File: src/rtl/parking_gate_ctrl.sv
// Parking gate lane controller: debounces entry/exit presence sensors and sequences
// request pulses, barrier timing and reject lamp against the occupancy FSM.
module parking_gate_ctrl #(
    parameter int OPEN_CYCLES = 8,
    parameter int DEBOUNCE    = 3
) (
    input  logic       clk,
    input  logic       reset,
    input  logic       car_at_entry,
    input  logic       car_at_exit,
    input  logic [1:0] exit_slot_sel,
    input  logic       is_full,
    input  logic [3:0] spots,
    output logic       entry_signal,
    output logic       exit_signal,
    output logic [1:0] exit_slot,
    output logic       barrier_up,
    output logic       reject,
    output logic       busy
);

    localparam logic [3:0] DEB_LAST  = 4'(DEBOUNCE - 1);
    localparam logic [7:0] OPEN_LAST = 8'(OPEN_CYCLES - 1);

    typedef enum logic [2:0] {
        IDLE,
        ENT_REQ,
        ENT_OPEN,
        ENT_WAIT,
        EXT_REQ,
        EXT_OPEN,
        EXT_WAIT,
        REJ
    } state_t;

    // Lane 0 = entry, lane 1 = exit.
    logic [1:0] raw;
    logic [1:0] deb_level;

    assign raw = {car_at_exit, car_at_entry};

    // Level flips only after DEBOUNCE consecutive contrary samples; an agreeing sample restarts.
    generate
        for (genvar gi = 0; gi < 2; gi++) begin : g_deb
            logic       level_reg;
            logic [3:0] cnt_reg;

            always_ff @(posedge clk or posedge reset) begin
                if (reset) begin
                    level_reg <= 1'b0;
                    cnt_reg   <= 4'd0;
                end else if (raw[gi] == level_reg) begin
                    cnt_reg <= 4'd0;
                end else if (cnt_reg == DEB_LAST) begin
                    level_reg <= raw[gi];
                    cnt_reg   <= 4'd0;
                end else begin
                    cnt_reg <= cnt_reg + 4'd1;
                end
            end

            assign deb_level[gi] = level_reg;
        end
    endgenerate

    logic entry_level;
    logic exit_level;

    assign entry_level = deb_level[0];
    assign exit_level  = deb_level[1];

    state_t     state_reg;
    logic       rej_exit_reg;
    logic [7:0] open_cnt_reg;
    logic [1:0] exit_slot_reg;
    logic       entry_signal_reg;
    logic       exit_signal_reg;
    logic       barrier_up_reg;
    logic       reject_reg;
    logic       busy_reg;

    always_ff @(posedge clk or posedge reset) begin
        if (reset) begin
            state_reg        <= IDLE;
            rej_exit_reg     <= 1'b0;
            open_cnt_reg     <= 8'd0;
            exit_slot_reg    <= 2'd0;
            entry_signal_reg <= 1'b0;
            exit_signal_reg  <= 1'b0;
            barrier_up_reg   <= 1'b0;
            reject_reg       <= 1'b0;
            busy_reg         <= 1'b0;
        end else begin
            entry_signal_reg <= 1'b0;
            exit_signal_reg  <= 1'b0;
            case (state_reg)
                IDLE: begin
                    // Exit lane has priority: it frees a slot rather than consuming one.
                    if (exit_level) begin
                        busy_reg <= 1'b1;
                        if (spots[exit_slot_sel]) begin
                            state_reg       <= EXT_REQ;
                            exit_signal_reg <= 1'b1;
                            exit_slot_reg   <= exit_slot_sel;
                        end else begin
                            state_reg    <= REJ;
                            rej_exit_reg <= 1'b1;
                            reject_reg   <= 1'b1;
                            open_cnt_reg <= OPEN_LAST;
                        end
                    end else if (entry_level) begin
                        busy_reg <= 1'b1;
                        if (!is_full) begin
                            state_reg        <= ENT_REQ;
                            entry_signal_reg <= 1'b1;
                        end else begin
                            state_reg    <= REJ;
                            rej_exit_reg <= 1'b0;
                            reject_reg   <= 1'b1;
                            open_cnt_reg <= OPEN_LAST;
                        end
                    end
                end
                ENT_REQ, EXT_REQ: begin
                    state_reg      <= (state_reg == ENT_REQ) ? ENT_OPEN : EXT_OPEN;
                    barrier_up_reg <= 1'b1;
                    open_cnt_reg   <= OPEN_LAST;
                end
                ENT_OPEN, EXT_OPEN: begin
                    if (open_cnt_reg == 8'd0) begin
                        state_reg      <= (state_reg == ENT_OPEN) ? ENT_WAIT : EXT_WAIT;
                        barrier_up_reg <= 1'b0;
                    end else begin
                        open_cnt_reg <= open_cnt_reg - 8'd1;
                    end
                end
                REJ: begin
                    if (open_cnt_reg == 8'd0) begin
                        state_reg  <= rej_exit_reg ? EXT_WAIT : ENT_WAIT;
                        reject_reg <= 1'b0;
                    end else begin
                        open_cnt_reg <= open_cnt_reg - 8'd1;
                    end
                end
                ENT_WAIT: begin
                    if (!entry_level) begin
                        state_reg <= IDLE;
                        busy_reg  <= 1'b0;
                    end
                end
                EXT_WAIT: begin
                    if (!exit_level) begin
                        state_reg <= IDLE;
                        busy_reg  <= 1'b0;
                    end
                end
                default: begin
                    state_reg      <= IDLE;
                    barrier_up_reg <= 1'b0;
                    reject_reg     <= 1'b0;
                    busy_reg       <= 1'b0;
                end
            endcase
        end
    end

    assign entry_signal = entry_signal_reg;
    assign exit_signal  = exit_signal_reg;
    assign exit_slot    = exit_slot_reg;
    assign barrier_up   = barrier_up_reg;
    assign reject       = reject_reg;
    assign busy         = busy_reg;

endmodule

File: config.mk
export PLATFORM = sky130hd
export DESIGN_NAME = parking_gate_ctrl
export DESIGN_NICKNAME = d
export VERILOG_FILES = /design/src/rtl/parking_gate_ctrl.sv
export SDC_FILE = /design/constraint.sdc
export NUM_CORES = 1
export LEC_CHECK = 0
export BUFFER_PORTS_ARGS = -buffer_cell sky130_fd_sc_hd__buf_4
export CORE_MARGIN = 10
export CORE_UTILIZATION = 35
export CTS_CLUSTER_SIZE = 16
export DETAILED_ROUTE_END_ITERATION = 6
export PLACE_DENSITY_LB_ADDON = 0.3
export SYNTH_ARGS = -nofsm -noshare
export SYNTH_HDL_FRONTEND = slang
export SYNTH_SLANG_ARGS = --single-unit
File: constraint.sdc
create_clock -name clk -period 1.85 [get_ports clk]
set_input_delay 0.555 -clock clk [delete_from_list [all_inputs] [get_ports clk]]
set_output_delay 0.555 -clock clk [all_outputs]
set_load 0.05 [all_outputs]
== After elaboration in Yosys (flattened, before gate mapping) ==
Index checks and enable logic that the tools add are counted.
Storage, ports and cells
  flip-flop bits (word level): 29
  input port bits: 11
  word-level logic and storage cells: 105
  output and inout port bits: 7
Cells by class
  bitwise gates (word level): 2
  $add $sub $neg: 3
  reductions and logical operators: 20
  equality and inequality tests: 20
  mux-type cells: 46
  magnitude comparators: 1
Operators by type and width (count)
  $mux 8: 5
  $mux 3: 10
  $pmux 8 s3: 1
  $mux 1: 20
  $pmux 3 s6: 1
  $mux 4: 4
  $reduce_and 5->1: 3
  $eq 3x3->1 const B: 4
  $ne 2x2->1 const B: 6
  $ne 3x3->1 const B: 3
  $add 4x1->4 const B: 2
  $eq 4x2->1 const B: 2
  $logic_not 8->1: 1
  $reduce_and 4->1: 2
  $reduce_bool 2->1: 4
  $sub 8x1->8 const B: 1
  $eq 3x2->1 const B: 2
  $reduce_and 2->1: 3
  $reduce_bool 3->1: 2
  $pmux 1 s2: 2
  $reduce_or 2->1: 2
  $eq 3x1->1 const B: 1
  $logic_not 3->1: 1
  $lt 2x3->1 const B: 1
  7 further kinds: 9

== Longest topological paths before layout ==
Gate-level depths: netlist of run 1.
  depth after elaboration: 5
  mapped depth: 6

== Worst setup path after synthesis of run 1 ==
Ideal clock, no wire load.
  path kind: input-to-reg
  start: input exit_slot_sel[0]
  end: register open_cnt_reg[3]
  stages: 4
  buffers on the path: 0
  path slack: -0.227 ns
  data arrival time: 1.951 ns
  data required time: 1.724 ns
  path through: mux4_2 > a21o_1 > a211o_4 > a221o_1
Between the ends
  cells in the longest elaborated chain, start to end: 4
RTL lines
  from (decl): RTL line 11  | input logic [1:0] exit_slot_sel,
  $bmux 1 s2: RTL line 101  | if (spots[exit_slot_sel]) begin
  $mux 1 (not written as such): RTL line 101
  $ne 3x3->1 (no line)
  $reduce_and 5->1 (no line)
  to (signal assigned): RTL line 134  | open_cnt_reg <= open_cnt_reg - 8'd1;
  to (signal assigned): RTL line 142  | open_cnt_reg <= open_cnt_reg - 8'd1;
  to (decl): RTL line 74  | logic [7:0] open_cnt_reg;
Every way passes these cells. The select of a mux whose other input is x is not followed.
A chain may end at the register's enable or synchronous reset.

== Worst setup path after layout of run 1 ==
  start: register open_cnt_reg[1]
  end: register open_cnt_reg[6]
Between the ends
  cells in the longest elaborated chain, start to end: 3
  elaborated cells on any way between the ends: 6
RTL lines
  $sub 8x1->8 or $logic_not 8->1 (tied branches)
  $mux 8 or $ne 2x2->1 (tied branches)
  $pmux 8 s3 or $reduce_and 5->1 (tied branches)
Parallel ways exist; a longest one is shown, timed or not. The select of a mux whose other input is x is not followed.

==> results by group, run 1 <==
Status
  – Outcome: finished, final reports clean

Floorplanning
  – Initial core utilization: 0.365
  – Core area: 4410 µm²
  – DIE WIDTH: 87.8 µm
  – Die area: 7710 µm²
  – Die Y: 87.8 µm
  – Row Count: 24
  – IO Count: 18

Clocking
  – CTS tree: built
  – Sink Count: 29
  – Total CTS buffers: 5
  – Clk_lat worst skew: 290 ps
  – Clk pin slew, worst setup/hold paths: 70 ps
  – Clock tree buffer depth: 2
  – Hold-fix buffers, CTS: 0
  – H-tree depth: 2
  – Clock root buffer: clkbuf_8

STA
  – Slew headroom: 0.696
  – Worst Clk Skew: 5.01 ps
  – Max Clk Rate: 544 MHz
  – Hold WS: 339 ps
  – Setup TNS: 0 ps
  – Setup violations, final: 0
  – Slew at the pin closest to its max-slew limit: 453 ps
  – Post-layout min period: 1840 ps
  – Slew Limit Fails: 0
  – Final period util: 0.994
  – Final Hold Vio Count: 0
  – RSZ-0062 raised after global routing: yes

Routing
  – DRC: 0
  – Drt wl/cell: 13.6 µm
  – DRT iter0 DRCs: 33
  – Final WL: 3670 µm
  – TritonRoute pass-1 iters: 4
  – ANT nets after route: 0
  – Vias: 1370
  – Via/cell ratio: 5.09

Synth
  – Warnings, synthesis: 0
  – Compound-cell area share of the yosys netlist: 0.164
  – Synthesized area: 1610 µm²
  – Syn_nets: 185
  – Synthesized instance count: 168
  – Main combinational cell family by area after synthesis: simple AND/OR/NAND/NOR gates
  – Adder-cell share of the synthesized area: 0.0466
  – Post-synth EDFFs: 0
  – Syn_area_per_cell: 9.59 µm²
  – Synth unique cells: 45
  – Synth Area in XOR/XNOR: 0.0381
  – Synth Area in Simple Gates: 0.215
  – Post-synthesis async set-or-reset flop share: 1.00
  – Sequential-to-total area share from yosys stat: 0.451
  – Mux cell area share after synthesis: 0.0412
  – Top FF cell, synth: dfrtp_1
  – #FFs+latches synth: 29

Setup path
  – Max Fanout on Critical Path: 3
  – Worst path bufs/invs: 1
  – Cells on worst reg2reg path: 6
  – Worst setup path startpoint: open_cnt_reg[1]
  – Crit Path Class: flip-flop to flip-flop
  – Data arrival time of the worst path: 2060 ps
  – Reg-to-reg slack, setup: 10 ps
  – Slowest Stage Delay on Critical Path: 440 ps
  – Crit path max-delay cell type: or4_4
  – CP Capture Type: flip-flop
  – Crit start category: flip-flop
  – Worst Setup EP: open_cnt_reg[6]
  – CP delay by family, top: simple AND/OR/NAND/NOR gates
  – Crit-path cells: inv_2 -> ha_4 -> or3b_4 -> or4_4 -> o31ai_4 -> a22o_2
  – Worst path depth: 6
  – Reg2reg end: open_cnt_reg[6]
  – Crit path required time: 2080 ps
  – RR Startpoint: open_cnt_reg[1]

GRT
  – Vias in the first global route: 1362
  – Initial antenna violation count: 0
  – GRT overflow: 0
  – GR Util All Layers: 0.0997
  – Pin count of the biggest net entering global routing: 30
  – First-pass GRT wire length: 6180 µm

Finish
  – Ant. Diodes: 0
  – Area Growth Syn to Fin: 36.4%
  – Nets: 233
  – Layout cells sized above 1: 0.392
  – Most frequent cells in the layout: buf_4, dfrtp_1, nor2_1
  – Post-route cell area: 2200 µm²
  – Most common cell after layout, fill and taps aside: buf_4

Pwr
  – Pwr Density: 1560 nW/µm²
  – Pleak: 1.03 nW
  – Worst vdd ir: 0.536 mV

Place
  – GPL Wtd Cong: 0.811
  – Post-DP HPWL: 2620 µm
  – Buffers added on ports: 17
  – Post-DP Area: 1960 µm²

Hold path
  – Worst min path class: primary input to asynchronous set/reset pin

Run
  – Maxcap violations: 0
logic make-up (layout without fill, tap and decap cells):
logic type | Yosys count | in the layout
muxes | 5 | 5
buffers and inverters | 16 | 65
AOI/OAI and AO/OA | 35 | 35
adders and majority gates | 6 | 6
xor gates and xnor gates | 7 | 7
and+or+nand+nor | 70 | 70
DFF | 29 | 29
cell usage after synthesis, types with 2 or more instances:
cell type / instances / area share
dfrtp_1: 29 / 0.45
nor2_1: 21 / 0.049
nand2_1: 20 / 0.047
inv_1: 9 / 0.021
o21ai_0: 8 / 0.025
ha_1: 6 / 0.047
o31ai_1: 6 / 0.028
nor3_1: 5 / 0.016
a22oi_1: 4 / 0.019
clkbuf_1: 4 / 0.0093
nand3_1: 4 / 0.012
xor2_1: 4 / 0.022
a21oi_1: 3 / 0.0093
and3_1: 3 / 0.012
mux2_2: 3 / 0.021
or4_1: 3 / 0.014
xnor2_1: 3 / 0.016
a22o_2: 2 / 0.012
nand4b_1: 2 / 0.011
nor3b_1: 2 / 0.0093
nor4_1: 2 / 0.0078
or3b_2: 2 / 0.011
report_power, final:
group | leakage (nW) | switching (mW) | internal (mW) | total [mW]
clock network | 0.0439 | 0.252 | 0.259 | 0.510
logic | 0.623 | 1.08 | 0.850 | 1.93
registers | 0.359 | 0.150 | 0.829 | 0.979
total | 1.03 | 1.48 | 1.94 | 3.42
final cells by class:
class                      count  area (µm²)
clock buffer                   5        68.8
fill                         402        2220
multi-input combinational    123         918
timing repair buffer          48         368
clock inverter                 3        17.5
tap                           52        65.1
sequential                    29         726
inverter                       9        33.8
worst min path at each step:
stage | to | slack [ps]
after floorplan | g_deb[0].cnt_reg[0] | 450
after global placement | exit_slot[1] | 460
after global routing | g_deb[1].cnt_reg[3] | 380
after CTS | g_deb[1].cnt_reg[2] | 350
final | g_deb[1].cnt_reg[2] | 340
after detailed placement | exit_slot[1] | 470
worst register-to-register path, stage by stage (launching register included):
cell     delay, ps
dfrtp_1        390
inv_2          100
ha_4           130
or3b_4         370
or4_4          440
o31ai_4        190
a22o_2         160
what timing repair did:
item,in CTS,in global routing
pin swaps,2,4
endpoints found under the setup margin,5,10
setup buffers,2,3
resized for setup,8,15
per-layer routing:
layer	share of wire	vias to the layer above	wire (µm)	global-route usage
met1	0.45	641	1660	0.118
met3	0.064	7	234	0.0371
met4	0.018	0	65	0.0449
li1	-	692	-	-
met5	0	-	0	0
met2	0.47	30	1710	0.157
per-stage QoR:
stage | instances | worst slack, ps | power (mW) | util
after global routing | 269 | -61.9 | 3.72 | 0.498
after detailed placement | 256 | -311 | 2.72 | 0.444
after floorplan | 168 | -182 | 2.12 | -
after CTS | 266 | 3.63 | 3.31 | 0.474
after global placement | 256 | -310 | 2.71 | 0.444
final | 269 | 11.3 | 3.42 | 0.498
(Power assumes the default switching activity.)
==> inputs of run 2 (changes only) <==
--- a/config.mk
+++ b/config.mk
@@ -10,2 +10,3 @@
 export CORE_UTILIZATION = 35
+export CTS_BUF_LIST = sky130_fd_sc_hd__clkbuf_8
 export CTS_CLUSTER_SIZE = 16
==> constraint.sdc (replaced) <==
create_clock -name clk -period 2.2 [get_ports clk]
set_input_delay 0.66 -clock clk [delete_from_list [all_inputs] [get_ports clk]]
set_output_delay 0.66 -clock clk [all_outputs]
set_load 0.1 [all_outputs]
==> run 2 against run 1 <==
Effect of this change: setup slack improved by 160 ps; die area did not move; power fell by 18%; largest power group unchanged; critical path type is now primary input to flip-flop; sequential power fell by 14%; clock skew fell by 2.7 ps; critical path depth fell by 1; flip-flop and latch count did not move; clock power fell by 4.9%; global-route usage fell by 0.31 points.
==> results by group, run 2 (same netlist as run 1, synthesis figures left out) <==
Status
  – Outcome: finished, final reports clean

Floorplanning
  – IO Count: 18 (unchanged)
  – Die area: 7710 µm² (unchanged)
  – Die Y: 87.8 µm (unchanged)
  – DIE WIDTH: 87.8 µm (unchanged)
  – Row Count: 24 (unchanged)
  – Core area: 4410 µm² (unchanged)
  – Initial core utilization: 0.365 (unchanged)

Clocking
  – Setup Fix Bufs, Post-CTS: 0 (-2)
  – Clock root buffer: clkbuf_8
  – Clock tree buffer depth: 2 (unchanged)
  – Sink Count: 29 (unchanged)
  – Resized cells post-CTS: 0 (-8)
  – H-tree depth: 2 (unchanged)
  – Hold-fix buffers, CTS: 0 (unchanged)
  – Clk pin slew, worst setup/hold paths: 60 ps (about the same)
  – CTS tree: built
  – Clk_lat worst skew: 280 ps (about the same)
  – Total CTS buffers: 5 (unchanged)

Setup path
  – Crit path required time: 2370 ps (+290 ps)
  – Crit Path Class: primary input to flip-flop
  – Crit start category: primary input
  – Crit path max-delay cell type: mux4_2
  – Data arrival time of the worst path: 2190 ps (+130 ps)
  – CP Capture Type: flip-flop
  – Slowest Stage Delay on Critical Path: 510 ps (+70 ps)
  – Max Fanout on Critical Path: 7 (+4)
  – Crit-path cells: buf_4 -> mux4_2 -> a21o_1 -> a211o_4 -> a221o_1

Pwr
  – Pleak: 0.933 nW (-9.2%)
  – Worst vdd ir: 0.466 mV (-13%)
  – Pwr Density: 1440 nW/µm² (-7.2%)

Finish
  – Layout cells sized above 1: 0.250 (-0.142)
  – Fillers: 431 (+7.2%)
  – Ant. Diodes: 0 (unchanged)
  – Area Growth Syn to Fin: 20.6%
  – Most common cell after layout, fill and taps aside: dfrtp_1
  – Most frequent cells in the layout: dfrtp_1, buf_4, nor2_1
  – Nets: 212 (-9.0%)
  – Post-route cell area: 1940 µm² (-12%)
  – Final Instance Count excl. Fillers: 248 (-7.8%)

Routing
  – DRC: 0 (unchanged)
  – Via/cell ratio: 5.37 (+5.4%)
  – TritonRoute pass-1 iters: 4 (unchanged)
  – ANT nets after route: 0 (unchanged)
  – Vias: 1331 (-2.8%)
  – Final WL: 3400 µm (-7.3%)
  – Drt wl/cell: 13.7 µm (+0.54%)
  – DRT iter0 DRCs: 110 (+230%)

Place
  – Buffers added on ports: 17 (unchanged)
  – Placed Cells: 240 (-6.3%)
  – Post-DP Area: 1840 µm² (-6.1%)
  – GPL Wtd Cong: 0.789 (-2.6%)
  – Post-DP HPWL: 2460 µm (-6.1%)

GRT
  – Pin count of the biggest net entering global routing: 30 (unchanged)
  – Vias in the first global route: 1326 (-2.6%)
  – Initial antenna violation count: 0 (unchanged)
  – GR Util All Layers: 0.0966 (-0.00307)
  – First-pass GRT wire length: 6140 µm (-0.66%)
  – GRT overflow: 0 (unchanged)

STA
  – Worst Clk Skew: 2.31 ps (-2.71 ps)
  – Final Hold Vio Count: 0 (unchanged)
  – Setup violations, final: 0 (unchanged)
  – Max Clk Rate: 494 MHz
  – Slew Limit Fails: 0 (unchanged)
  – Slew at the pin closest to its max-slew limit: 440 ps (-13.4 ps)
  – Final period util: 0.921
  – Post-layout min period: 2030 ps
  – RSZ-0062 raised after global routing: no
  – Slew headroom: 0.705 (+0.00899)

Hold path
  – Worst min path class: primary input to asynchronous set/reset pin

Run
  – Maxcap violations: 0 (unchanged)
## run 2: critical path, delay by kind of cell
| kind | cells | cell delay [ps] |
|---|---|---|
| buffers and inverters | 1 | 90 |
| muxes | 1 | 510 |
| AOI/OAI and AO/OA | 3 | 930 |
## run 2: path summary, 6_finish.rpt
check                      slack [ps]             start             endpoint  cells after the start
setup / recovery                  170  exit_slot_sel[0]      open_cnt_reg[3]                      5
hold / removal                    450             reset         exit_slot[1]                      3
setup reg to reg                  180   open_cnt_reg[0]      open_cnt_reg[6]                      6
hold reg to reg                   490      exit_slot[1]         exit_slot[1]                      2
max in group asynchronous        1460             reset  g_deb[0].cnt_reg[1]                      3
min in group clk                  490      exit_slot[1]         exit_slot[1]                      2
## run 2: cell type report
| type | count | area, µm² | share of cell area |
|---|---|---|---|
| multi-input combinational | 123 | 813 | 0.419 |
| sequential | 29 | 726 | 0.374 |
| timing repair buffer | 27 | 203 | 0.104 |
| clock buffer | 7 | 96.3 | 0.0496 |
| tap | 52 | 65.1 | 0.0335 |
| inverter | 9 | 33.8 | 0.0174 |
| clock inverter | 1 | 5.00 | 0.00258 |
## run 2: power breakdown
part	switching [mW]	internal, mW
combinational	0.952	0.523
sequential	0.146	0.698
clock	0.203	0.282
## run 2: stage by stage
stage                     utilization  power [mW]  hold slack (ps)  TNS (ps)  setup slack, ps
after floorplan                     -        1.94              452         0             18.2
after global placement          0.417        2.32              463      -458             -117
after detailed placement        0.417        2.33              475      -519             -121
after CTS                       0.440        2.83              468         0              180
after global routing            0.440        3.04              482         0             57.3
final                           0.440        2.80              453         0              174
## run 2: per-layer routing
metal / GRT usage / routed length (µm) / up-vias
met5: 0 / 0 / -
met4: 0.0522 / 91 / 0
met3: 0.0279 / 216 / 10
met2: 0.146 / 1460 / 30
met1: 0.121 / 1630 / 638
li1: - / - / 653
